===== src/rtl/jt12_pm_sched.sv =====
// Time-multiplexes one shared PM unit across NCH channels per sample tick; owns the LFO and channel table.
// Optional: define JT12_PM_ZEROSKIP_EN to bypass the PM unit for channels with no PM depth.
module jt12_pm_sched #(
  parameter int unsigned NCH   = 6,
  parameter int unsigned LFO_W = 7
) (
  input  logic        clk,
  input  logic        rst_n,
  input  logic        cen,
  input  logic        tick,
  input  logic        lfo_en,
  input  logic [2:0]  lfo_freq,
  input  logic        cfg_wr,
  input  logic [2:0]  cfg_ch,
  input  logic [10:0] cfg_fnum,
  input  logic [2:0]  cfg_pms,
  output logic [4:0]  pm_lfo_mod,
  output logic [10:0] pm_fnum,
  output logic [2:0]  pm_pms,
  input  logic [8:0]  pm_offset,
  output logic        res_valid,
  input  logic        res_ready,
  output logic [2:0]  res_ch,
  output logic [8:0]  res_offset,
  output logic        busy,
  output logic        overrun
);
  typedef enum logic [1:0] {IDLE, ISSUE, CAPTURE, HOLD} state_t;
  localparam logic [2:0] LAST_CH = 3'(NCH - 1);

  state_t           state_q;
  logic [LFO_W-1:0] cnt_q, cnt_d;
  logic [6:0]       pre_q, pre_d, period_m1;
  logic [4:0]       snap_q;
  logic [2:0]       ch_q;
  logic [10:0]      fnum_q [NCH];
  logic [2:0]       pms_q  [NCH];
  logic [4:0]       pm_lfo_mod_q;
  logic [10:0]      pm_fnum_q;
  logic [2:0]       pm_pms_q;
  logic             res_valid_q, busy_q, overrun_q;
  logic [2:0]       res_ch_q;
  logic [8:0]       res_offset_q;
  logic             skip;

  always_comb begin
    case (lfo_freq)
      3'd0:    period_m1 = 7'd107;
      3'd1:    period_m1 = 7'd76;
      3'd2:    period_m1 = 7'd70;
      3'd3:    period_m1 = 7'd66;
      3'd4:    period_m1 = 7'd61;
      3'd5:    period_m1 = 7'd43;
      3'd6:    period_m1 = 7'd7;
      default: period_m1 = 7'd4;
    endcase
  end

  // >= so a rate change to a shorter period never leaves the prescaler past its terminal count
  always_comb begin
    cnt_d = cnt_q;
    pre_d = pre_q;
    if (!lfo_en) begin
      cnt_d = '0;
      pre_d = '0;
    end else if (tick) begin
      if (pre_q >= period_m1) begin
        pre_d = '0;
        cnt_d = cnt_q + LFO_W'(1);
      end else begin
        pre_d = pre_q + 7'd1;
      end
    end
  end

`ifdef JT12_PM_ZEROSKIP_EN
  logic snap_en_q;
  assign skip = !snap_en_q || (pms_q[ch_q] == 3'd0);
`else
  assign skip = 1'b0;
`endif

  always_ff @(posedge clk or negedge rst_n) begin
    if (!rst_n) begin
      state_q      <= IDLE;
      cnt_q        <= '0;
      pre_q        <= '0;
      snap_q       <= '0;
      ch_q         <= '0;
      for (int unsigned i = 0; i < NCH; i++) begin
        fnum_q[i] <= '0;
        pms_q[i]  <= '0;
      end
      pm_lfo_mod_q <= '0;
      pm_fnum_q    <= '0;
      pm_pms_q     <= '0;
      res_valid_q  <= 1'b0;
      res_ch_q     <= '0;
      res_offset_q <= '0;
      busy_q       <= 1'b0;
      overrun_q    <= 1'b0;
`ifdef JT12_PM_ZEROSKIP_EN
      snap_en_q    <= 1'b0;
`endif
    end else if (cen) begin
      cnt_q <= cnt_d;
      pre_q <= pre_d;
      if (cfg_wr && (32'(cfg_ch) < NCH)) begin
        fnum_q[cfg_ch] <= cfg_fnum;
        pms_q[cfg_ch]  <= cfg_pms;
      end
      if (tick && (state_q != IDLE)) overrun_q <= 1'b1;
      case (state_q)
        IDLE: if (tick) begin
          snap_q  <= cnt_q[LFO_W-1 -: 5];
`ifdef JT12_PM_ZEROSKIP_EN
          snap_en_q <= lfo_en;
`endif
          ch_q    <= '0;
          busy_q  <= 1'b1;
          state_q <= ISSUE;
        end
        ISSUE: if (skip) begin
          res_offset_q <= '0;
          res_ch_q     <= ch_q;
          res_valid_q  <= 1'b1;
          state_q      <= HOLD;
        end else begin
          pm_lfo_mod_q <= snap_q;
          pm_fnum_q    <= fnum_q[ch_q];
          pm_pms_q     <= pms_q[ch_q];
          state_q      <= CAPTURE;
        end
        CAPTURE: begin
          res_offset_q <= pm_offset;
          res_ch_q     <= ch_q;
          res_valid_q  <= 1'b1;
          state_q      <= HOLD;
        end
        HOLD: if (res_valid_q && res_ready) begin
          res_valid_q <= 1'b0;
          if (ch_q == LAST_CH) begin
            busy_q  <= 1'b0;
            state_q <= IDLE;
          end else begin
            ch_q    <= ch_q + 3'd1;
            state_q <= ISSUE;
          end
        end
        default: state_q <= IDLE;
      endcase
    end
  end

  assign pm_lfo_mod = pm_lfo_mod_q;
  assign pm_fnum    = pm_fnum_q;
  assign pm_pms     = pm_pms_q;
  assign res_valid  = res_valid_q;
  assign res_ch     = res_ch_q;
  assign res_offset = res_offset_q;
  assign busy       = busy_q;
  assign overrun    = overrun_q;
endmodule


===== config.mk =====
export PLATFORM = sky130hd
export DESIGN_NAME = jt12_pm_sched
export DESIGN_NICKNAME = d
export VERILOG_FILES = /design/src/rtl/jt12_pm_sched.sv
export SDC_FILE = /design/constraint.sdc
export NUM_CORES = 1
export LEC_CHECK = 0
export CORE_AREA = 2 2 113 115
export DETAILED_ROUTE_END_ITERATION = 8
export DIE_AREA = 0 0 115 117
export GPL_TIMING_DRIVEN = 0
export PLACE_DENSITY = 0.74
export SYNTH_ARGS = -nofsm -noshare
export SYNTH_HDL_FRONTEND = slang
export SYNTH_SLANG_ARGS = --single-unit

===== constraint.sdc =====
create_clock -name clk -period 4.1 [get_ports clk]
set_input_delay 0.615 -clock clk [delete_from_list [all_inputs] [get_ports clk]]
set_output_delay 0.615 -clock clk [all_outputs]
set_load 0.05 [all_outputs]

==> run metrics <==
crit path time final=~2600 ps; first-pass GRT wire length=approximately 23 mm; CTS tree=yes; final hold viol count=0; Slowest-stage cell, CP=clkdlybuf4s50_1; P_leak=about 3.5 nW; final period utilization=a little over three fifths; final WL=around 14 mm; syn nets=~550; final slew viol count=0; CP Launch Type=input port; Skew-Pair Late Insertion Delay=410 ps; commonest cells after routing, fill and taps aside=142 x dfrtp_1, 98 x mux2_2, 68 x clkdlybuf4s50_1; Min Hold Slack=200 ps; Core Rows=41; DP Cell Count=~700; Initial Util=about 54%; die height=roughly 120 um; Num Clock Sinks=approximately 140; register area share after synthesis=roughly 54%; Starting DRT DRC Count=between 200 and 250; largest net degree at the start of global routing=78; hold crit path type=in -> async; number of synthesized register bits=approximately 140; number of synthesized flops with an enable pin=0; Post-Syn Instances=around 500; vias per cell=just under 6; most common flop cell mapped by yosys=dfrtp_1; Residual DRC=0; met3 wire len=between 300 and 400 um; total global routing overflow=0; yosys warns=0; worst endpoint required time=about 4400 ps; GP Congestion=around 0.77; Detailed Place HPWL=a little under 10 mm; fmax=between 300 and 400 MHz; Post-CTS Resized=0; H-tree Lvls=4; VDD IR max=between 0.3 and 0.4 mV; NetSw=slightly above 0.002 W; crit path cell chain=clkdlybuf4s50_1, nor2_1, nor2_1, a21oi_1, ha_1, nand2b_1, a211o_1, a21oi_2, nand2b_1, buf_4, o311ai_1; max cap viols=0; Nets=around 640; Met1 Routed Length=between 6 and 7 mm; die width=between 100 and 150 um; Rel. slew slack=approximately half; total clock buffers created by CTS=17; WP buf/inv=2; Post-CTS Setup Bufs=0; Post-Synthesis Mean Instance Area=roughly 13 sq um; Clock power frac=between 20% and 30%; commonest non-fill, non-tap cell in the layout=dfrtp_1; diodes inserted=0; Core Area=roughly 12000 sq um; Max FO, Critical Path=9; clk slew on worst S/H paths=60 ps; Async SR Flop Fraction=100%; mapped cell area=around 6600 sq um; routed vias=~4300; Flop pwr share=a little over a third; power density over cell area=702 nW/um^2; vias in the first global route=4479; P&R area growth vs syn=22.5%; Tot GR Track Use=between 20% and 30%; initial antenna violation count=0; Non-Filler Instances=around 750; crit path capture type=register; Sw Ratio=~35%; Pint=about 0.0037 W; Ports=70; Post-DRT Antenna Nets=0; unrepaired setup endpoints after global routing=no; critical path type=in -> reg; met2 WL=approximately 7.4 mm; Arrival @ worst endpoint=approximately 2900 ps; Final Setup Violations=0; top layer in use=met4; post-route core utilization=65.7%; status=complete, no violations; clock root buffer=clkbuf_16; Comb pwr share=between 30% and 40%; largest stage delay on the critical path=500 ps; per-cell routed wire length=between 15 and 20 um; TritonRoute pass-1 iters=4; Top delay family on crit path=compound AO/OA/AOI/OAI gates; Worst Skew=6.28 ps; Fillers=971; clk buf depth=2; PortBufs=between 60 and 70; Synth cell types=50; layout cells sized above 1=29.4%; Die ar.=about 13000 sq um; Tightest Pin Transition=757 ps; CTS Hold Buffers Added=0
[stage by stage]
stage / cell area, sq um / setup slack [ps] / TNS, ps / total power [W]
2_1_floorplan: 6610 / 1870 / 0 / 0.00351
3_3_place_gp: 7490 / -2990 / -422650 / 0.00412
3_5_place_dp: 7510 / 1090 / 0 / 0.00421
4_1_cts: 8090 / 1510 / 0 / 0.00572
5_1_grt: 8090 / 1350 / 0 / 0.00595
6_report: 8090 / 1520 / 0 / 0.00568
[power by group through the flow]
stage | Sequential, W | Combinational, W | Clock (W)
2_1_floorplan | 0.00257 | 0.000943 | 0
3_3_place_gp | 0.00206 | 0.00206 | 0
3_5_place_dp | 0.00209 | 0.00212 | 0
4_1_cts | 0.00207 | 0.00214 | 0.00152
5_1_grt | 0.00211 | 0.00225 | 0.00159
6_report | 0.00207 | 0.00211 | 0.00150
[cells in the mapped netlist, drive strengths merged (2+ instances only)]
cell / n / area [sq um]
o21ai: 29 / 145
o311ai: 2 / 17.5
a22o: 2 / 17.5
inv: 10 / 37.5
ha: 15 / 188
nand3: 15 / 75.1
nor2b: 2 / 12.5
buf: 21 / 133
and3: 2 / 12.5
dfrtp: 142 / 3550
nand2b: 8 / 50.1
a21boi: 2 / 18.8
nor2: 25 / 104
nand4: 2 / 18.8
nand2: 24 / 90.1
or2: 2 / 12.5
a221oi: 14 / 166
nand3b: 3 / 22.5
or3: 2 / 12.5
xor2: 2 / 17.5
mux2: 118 / 1330
clkbuf: 5 / 18.8
mux4: 14 / 323
o211ai: 2 / 15.0
nor3: 2 / 15.0
a211oi: 2 / 15.0
a21oi: 20 / 108
a21o: 3 / 22.5
[final cells by class]
type / instances / area (sq um) / area share, %
Timing Repair Buffer: 70 / 719 / 8.89
Buffer: 26 / 151 / 1.87
Clock buffer: 25 / 495 / 6.12
Sequential cell: 142 / 3550 / 43.9
Inverter: 11 / 41.3 / 0.510
Tap cell: 150 / 188 / 2.32
Multi-Input combinational cell: 319 / 2860 / 35.4
Clock inverter: 6 / 82.6 / 1.02
[routing by layer]
metal | global-route usage (%) | vias to the layer above
li1 | - | 2009
met1 | 29.4 | 2225
met2 | 38.0 | 73
met3 | 4.69 | 14
met4 | 7.31 | 0
met5 | 0 | -
[worst paths after layout]
check	end	from	slack [ps]	depth (start not counted)
worst min register to register	fnum_q[12]$_DFFE_PN0P_	fnum_q[12]$_DFFE_PN0P_	490	1
worst max register to register	ch_q[0]$_DFFE_PN0P_	ch_q[1]$_DFFE_PN0P_	1990	8
min in group clk	fnum_q[12]$_DFFE_PN0P_	fnum_q[12]$_DFFE_PN0P_	490	1
worst min-delay path	pm_lfo_mod[3]$_DFFE_PN0P_	rst_n	200	1
max in group asynchronous	fnum_q[13]$_DFFE_PN0P_	rst_n	3140	2
worst max-delay path	cnt_q[6]$_DFFE_PN0P_	lfo_freq[0]	1520	11
[state kept, by name (all words and copies together) (netlist names), 2 cells and up]
register	cells
state_q	2
fnum_q	66
ch_q	3
pre_q	7
pm_lfo_mod	5
pm_fnum	11
res_ch	3
snap_q	5
pm_pms	3
cnt_q	7
pms_q	18
res_offset	9
[cells by family after synthesis]
logic type	after synthesis	synth area share [%]
compound gates	80	8.43
xor+xnor	3	0.398
fa+ha+maj	15	2.84
buf+inv	37	2.92
flops	142	53.8
mux	132	25.0
simple gates	89	6.65
No activity file was read; power rests on OpenSTA's default activity.
